`config.mk`:
```
export PLATFORM = sky130hd
export DESIGN_NAME = apple1_pia
export DESIGN_NICKNAME = d
export VERILOG_FILES = /design/src/rtl/apple1_pia.sv
export SDC_FILE = /design/constraint.sdc
export NUM_CORES = 1
export LEC_CHECK = 0
export ABC_AREA = 1
export ABC_CLOCK_PERIOD_IN_PS = 2800
export CAP_MARGIN = 20
export CORE_MARGIN = 1.5
export CORE_UTILIZATION = 55
export DETAILED_ROUTE_END_ITERATION = 8
export HOLD_SLACK_MARGIN = 0.03
export PLACE_DENSITY = 0.76
export SKIP_CTS_REPAIR_TIMING = 1
export SYNTH_ARGS = -nofsm -noshare
export SYNTH_HDL_FRONTEND = slang
export SYNTH_SLANG_ARGS = --single-unit
```
`constraint.sdc`:
```
create_clock -name clk25 -period 2.8 [get_ports clk25]
set_input_delay 0.56 -clock clk25 [delete_from_list [all_inputs] [get_ports clk25]]
set_output_delay 0.56 -clock clk25 [all_outputs]
set_load 0.01 [all_outputs]
```
`src/rtl/apple1_pia.sv`:
```
// apple1_pia - Apple-1 keyboard/display port block (6820 PIA register view)
//
// Decoded at 0xD010-0xD013. Typed characters from any source (PS/2, UART RX,
// text loader) are buffered in a small key FIFO that the CPU drains through
// KBD/KBDCR. Display characters written to DSP are held with a busy flag
// until a consumer acknowledges them or a timeout expires, so WozMon's
// polling loops see the same handshake as on the original PIA.
//
// Parameters:
//   FIFO_DEPTH_LOG2 - key FIFO depth is 2**FIFO_DEPTH_LOG2 entries (>= 1)
//   DSP_TIMEOUT     - clk25 cycles to wait for dsp_ack before busy self-clears (>= 2)
//
// Ports:
//   clk25      in   master clock, all state on rising edge
//   rst        in   asynchronous, active-high reset
//   enable     in   CPU clock enable; register side effects only when high
//   cs         in   chip select for 0xD010-0xD013
//   address    in   [1:0] register index: 0 KBD, 1 KBDCR, 2 DSP, 3 DSPCR
//   w_en       in   CPU write strobe
//   din        in   [7:0] CPU write data
//   dout       out  [7:0] CPU read data (combinational)
//   key_valid  in   source has a character
//   key_data   in   [6:0] ASCII character from the source
//   key_ready  out  FIFO can accept a character (not full)
//   dsp_valid  out  display character pending (busy)
//   dsp_data   out  [6:0] display character
//   dsp_ack    in   consumer took dsp_data
//
// Build option:
//   APPLE1_PIA_UPCASE_EN - when defined, lower-case keys 0x61-0x7A are stored
//                          as upper case; otherwise keys are stored verbatim.

module apple1_pia #(
  parameter int FIFO_DEPTH_LOG2 = 3,
  parameter int DSP_TIMEOUT     = 4096
) (
  input  logic       clk25,
  input  logic       rst,
  input  logic       enable,
  input  logic       cs,
  input  logic [1:0] address,
  input  logic       w_en,
  input  logic [7:0] din,
  output logic [7:0] dout,
  input  logic       key_valid,
  input  logic [6:0] key_data,
  output logic       key_ready,
  output logic       dsp_valid,
  output logic [6:0] dsp_data,
  input  logic       dsp_ack
);

  localparam int DEPTH = 1 << FIFO_DEPTH_LOG2;
  localparam int TW    = $clog2(DSP_TIMEOUT);

  localparam logic [1:0] ADDR_KBD   = 2'd0;
  localparam logic [1:0] ADDR_KBDCR = 2'd1;
  localparam logic [1:0] ADDR_DSP   = 2'd2;
  localparam logic [1:0] ADDR_DSPCR = 2'd3;

  typedef enum logic {
    IDLE = 1'b0,
    PEND = 1'b1
  } dsp_state_t;

  // ---------------------------------------------------------------------------
  // CPU strobes
  // ---------------------------------------------------------------------------
  logic rd_stb;
  logic wr_stb;

  assign rd_stb = enable & cs & ~w_en;
  assign wr_stb = enable & cs & w_en;

  // din[7] has no meaning in any register.
  logic unused_din7;
  assign unused_din7 = din[7];

  // ---------------------------------------------------------------------------
  // Key FIFO
  // ---------------------------------------------------------------------------
  logic [6:0]                 fifo_mem [DEPTH];
  logic [FIFO_DEPTH_LOG2-1:0] rd_ptr;
  logic [FIFO_DEPTH_LOG2-1:0] wr_ptr;
  logic [FIFO_DEPTH_LOG2:0]   count;
  logic                       nonempty;
  logic                       full;
  logic                       push;
  logic                       pop;
  logic [6:0]                 head;
  logic [6:0]                 key_in;
  logic [6:0]                 last_key;

  assign nonempty  = (count != '0);
  assign full      = (count == (FIFO_DEPTH_LOG2 + 1)'(DEPTH));
  assign key_ready = ~full;
  assign push      = key_valid & key_ready;
  assign pop       = rd_stb & (address == ADDR_KBD) & nonempty;
  assign head      = fifo_mem[rd_ptr];

  always_comb begin
    key_in = key_data;
`ifdef APPLE1_PIA_UPCASE_EN
    if (key_data >= 7'h61 && key_data <= 7'h7A) begin
      key_in = key_data - 7'h20;
    end
`endif
  end

  // NOTE: the storage array has no reset; emptiness is tracked by count, so
  // stale entries are never visible and the array can map onto plain RAM.
  always_ff @(posedge clk25) begin
    if (push) begin
      fifo_mem[wr_ptr] <= key_in;
    end
  end

  // Pointers are exactly FIFO_DEPTH_LOG2 bits wide, so they wrap modulo depth
  // by natural overflow.
  always_ff @(posedge clk25 or posedge rst) begin
    if (rst) begin
      rd_ptr   <= '0;
      wr_ptr   <= '0;
      count    <= '0;
      last_key <= '0;
    end else begin
      if (push) begin
        wr_ptr <= wr_ptr + 1'b1;
      end
      if (pop) begin
        rd_ptr   <= rd_ptr + 1'b1;
        last_key <= head;
      end
      // Simultaneous push and pop leave the count unchanged.
      case ({push, pop})
        2'b10:   count <= count + 1'b1;
        2'b01:   count <= count - 1'b1;
        default: count <= count;
      endcase
    end
  end

  // ---------------------------------------------------------------------------
  // Display handshake FSM
  // ---------------------------------------------------------------------------
  dsp_state_t      state;
  dsp_state_t      state_next;
  logic [TW-1:0]   timer;
  logic            busy;
  logic            dsp_wr;
  logic            drop;
  logic [6:0]      kbd_ctrl;
  logic [5:0]      dsp_ctrl;

  assign busy      = (state == PEND);
  assign dsp_valid = busy;
  assign dsp_wr    = wr_stb & (address == ADDR_DSP);

  always_ff @(posedge clk25 or posedge rst) begin
    if (rst) begin
      state <= IDLE;
    end else begin
      // NOTE: sequential state uses non-blocking assignments so every
      // register samples the pre-edge values of its neighbours.
      state <= state_next;
    end
  end

  // A write while IDLE always wins over a coincident ack; an ack while IDLE
  // is simply ignored.
  always_comb begin
    // NOTE: default first so no path through the case leaves state_next
    // unassigned, which would otherwise infer a latch.
    state_next = state;
    case (state)
      IDLE: if (dsp_wr) state_next = PEND;
      PEND: if (dsp_ack || timer == TW'(DSP_TIMEOUT - 1)) state_next = IDLE;
      default: state_next = IDLE;
    endcase
  end

  // Held at zero while IDLE, so it starts from zero on entry to PEND and the
  // busy window is exactly DSP_TIMEOUT cycles when no ack arrives.
  always_ff @(posedge clk25 or posedge rst) begin
    if (rst) begin
      timer <= '0;
    end else if (state == IDLE) begin
      timer <= '0;
    end else begin
      timer <= timer + 1'b1;
    end
  end

  // ---------------------------------------------------------------------------
  // CPU-written registers
  // ---------------------------------------------------------------------------
  always_ff @(posedge clk25 or posedge rst) begin
    if (rst) begin
      dsp_data <= '0;
      drop     <= 1'b0;
      kbd_ctrl <= '0;
      dsp_ctrl <= '0;
    end else if (wr_stb) begin
      case (address)
        ADDR_KBDCR: kbd_ctrl <= din[6:0];
        ADDR_DSP: begin
          if (busy) begin
            drop <= 1'b1;
          end else begin
            dsp_data <= din[6:0];
          end
        end
        ADDR_DSPCR: begin
          dsp_ctrl <= din[5:0];
          if (din[6]) begin
            drop <= 1'b0;
          end
        end
        default: ;
      endcase
    end
  end

  // ---------------------------------------------------------------------------
  // Read mux: shows pre-pop state during a popping strobe.
  // ---------------------------------------------------------------------------
  always_comb begin
    dout = 8'h00;
    case (address)
      ADDR_KBD:   dout = nonempty ? {1'b1, head} : {1'b0, last_key};
      ADDR_KBDCR: dout = {nonempty, kbd_ctrl};
      ADDR_DSP:   dout = {busy, dsp_data};
      ADDR_DSPCR: dout = {busy, drop, dsp_ctrl};
      default:    dout = 8'h00;
    endcase
  end

endmodule

```
==> impl_metrics.ini <==
[sta]
fmax_mhz = 368
tightest_slew_ns = 0.639
tns_ns = 0
fin_crit_ns = 2.71
drv_slew = 0
period_share_pct = 96.9
skew_ns = 0.0110
rsz0062_at_grt = true
max-slew-margin-rel_pct = 57.4
setup_viol = 0
hold_viol = 0

[route]
dr.pass1.iters = 5
viasPerCell = 5.16
wl_per_cell_um = 13.7
postRouteAntennaNets = 0
dr_wl_met2_um = 5000
highest_layer = met4
wl_met1_um = 4490
met3_length_um = 392
wirelength_um = 9970
drtIter0Drc = 224
vias = 3746
drc = 0

[pwr]
clock_power_share_pct = 22.5
p_leak_nw = 2.86
p_seq_share_pct = 43.8
p_per_area_nw_per_um2 = 822
swShare_pct = 33.9
p_int_mw = 3.22
p_sw_mw = 1.65
power_frac_comb_pct = 33.6
ir_worst_vdd_mv = 0.517

[die]
ios = 41
rows = 34
core_area_um2 = 8760
fp.dieH_um = 98.1
die-width_um = 98.1
initial_core_util_pct = 56.8
dieArea_um2 = 9620

[synthesis]
ys_seq_area_share_pct = 59.5
synth_area_leaders = edfxtp_1 34%, dfrtp_1 26%, nand2_1 14%, inv_1 5.4%, o21ai_0 3.6%
syn_inst = 545
synth_edf_count = 56
ys_warn_count = 0
synth_top_cell_by_area = edfxtp_1
synth_nets = 575
yosysTopAreaCellShare_pct = 33.8
yosys_register_bits = 107
mappedNetlistArea_um2 = 4970
synth-async-reset-ratio_pct = 47.7
ys_types = 29
syn_avg_cell_area_um2 = 9.13
synth_ff_type = edfxtp_1

[clocking]
cts_buffers = 9
ctsRootBufferMaster = clkbuf_8
htree_levels = 3
ctsLongestPathBuffers = 2
clkLatencyLatePin_ns = 0.35
cts.sinks = 107
cts_tree = done
path_clk_slew_ns = 0.09

[global_route]
grt_pass1_vias = 3589
antenna_found_initial = 0
grt_max_degree = 52
grt_pass1_wl_um = 16700
grt.overflow.total = 0
grtUsageTotal_pct = 21.9

[worst_setup_path]
arrival_ns = 2.15
crit_slowest_cell = clkdlybuf4s50_1
path_delay_family = buffers and inverters
worstPathCellList = buf_4, nand2_1, nand3_1, nand3_1, nand3_1, a21oi_1, clkdlybuf4s50_1
r2r-end = count[2]
critPathRequiredTime_ns = 2.24
cp-end-kind = output pin
slowest_delay_ns = 0.57
path_class = register to output pin
timing.rr.start = count[0]
startpoint_type = register
reg2reg_setup_slack_ns = 0.60
crit_top_cell = nand3_1
path_buf_inv = 2
critPathMaxFanout = 15
worstRegToRegCells = 13

[layout]
drive_gt1_share_pct = 10.5
final_cell_mix = 182 x nand2_1, 69 x inv_1, 56 x edfxtp_1
area_growth_pct = 19.1
layout.cells.most_common = nand2_1
fillCellCount = 639
num-nets-final = 643
multiInputGateArea_um2 = 1640
final_util_pct = 67.6
regArea_um2 = 2960
diodes = 0

[placed_design]
place_congestion = 0.855
io_buffer_count = 39
hpwl_um = 6950

[flow_run]
cap_violations = 0

[hold_path]
hp-class = register to register
min_to = timer[0]
hold_depth = 1
hold_start = timer[0]

[run_status]
run_status = complete, no violations
-- synth_stat cells (all sizes together), types with 2 or more instances --
| cell type | number |
|---|---|
| nand2 | 183 |
| inv | 73 |
| edfxtp | 56 |
| dfrtp | 51 |
| o21ai | 46 |
| nor2 | 40 |
| nand3 | 36 |
| buf | 15 |
| a21oi | 10 |
| xor2 | 10 |
| ha | 6 |
| nor3 | 4 |
| a221oi | 3 |
| a211oi | 2 |
| a31oi | 2 |
| clkbuf | 2 |
-- metal layers --
layer	track usage (%)	vias up
met5	0	-
met4	5.60	0
met3	4.37	7
met2	36.9	73
met1	29.4	1787
li1	-	1879
-- worst max-delay path by stage --
stage                          start       end  cells past startpoint
after CTS                 address[0]   dout[6]                      8
after global routing        count[1]   dout[1]                     10
after global placement    address[1]   dout[1]                      8
after floorplan           address[0]  count[2]                     11
final                      rd_ptr[0]   dout[0]                      7
after detailed placement  address[0]   dout[6]                      8
-- cell type report --
| cell class | instances | area share (%) |
|---|---|---|
| Clock buffer | 9 | 2.09 |
| Clock inverter | 7 | 1.94 |
| Inverter | 74 | 4.75 |
| Multi-Input combinational cell | 348 | 27.7 |
| Sequential cell | 107 | 50.0 |
| Tap cell | 108 | 2.28 |
| Timing Repair Buffer | 73 | 11.3 |
-- kinds of logic (layout without fill, tap and decap cells) --
| group | after synthesis | after routing | share of synthesized area [%] |
|---|---|---|---|
| adders and majority gates | 6 | 6 | 1.51 |
| xor gates and xnor gates | 11 | 11 | 1.94 |
| DFF | 107 | 107 | 59.5 |
| and+or+nand+nor | 266 | 267 | 22.5 |
| AOI/OAI and AO/OA | 64 | 64 | 6.87 |
| buffers and inverters | 91 | 163 | 7.77 |
-- power groups by stage --
stage          logic, mW  clock network, mW  registers, mW
3_3_place_gp        1.54                  0           2.14
4_1_cts             1.60               1.12           2.13
2_1_floorplan       1.08                  0           2.11
3_5_place_dp        1.59                  0           2.16
5_1_grt             1.86               1.18           2.17
6_report            1.64               1.10           2.14
-- stage by stage --
step	cells	instance area, um^2	worst slack (ns)	power, mW	hold WS, ns
after floorplan	545	4970	0.578	3.19	0.433
after global placement	705	5620	-0.0505	3.68	0.454
after detailed placement	705	5620	-0.0935	3.75	0.458
after CTS	721	5860	-0.102	4.85	0.488
after global routing	726	5930	-0.0559	5.20	0.494
final	726	5930	0.0856	4.87	0.482
-- sequential cells by signal, indices dropped and copies added, names as in the netlist --
name / flops
timer: 12
kbd_ctrl: 7
dsp_data: 7
fifo_mem: 56
count: 4
rd_ptr: 3
dsp_ctrl: 6
wr_ptr: 3
drop: 1
dsp_valid: 1
last_key: 7
Power figures use the tool's default switching activity.
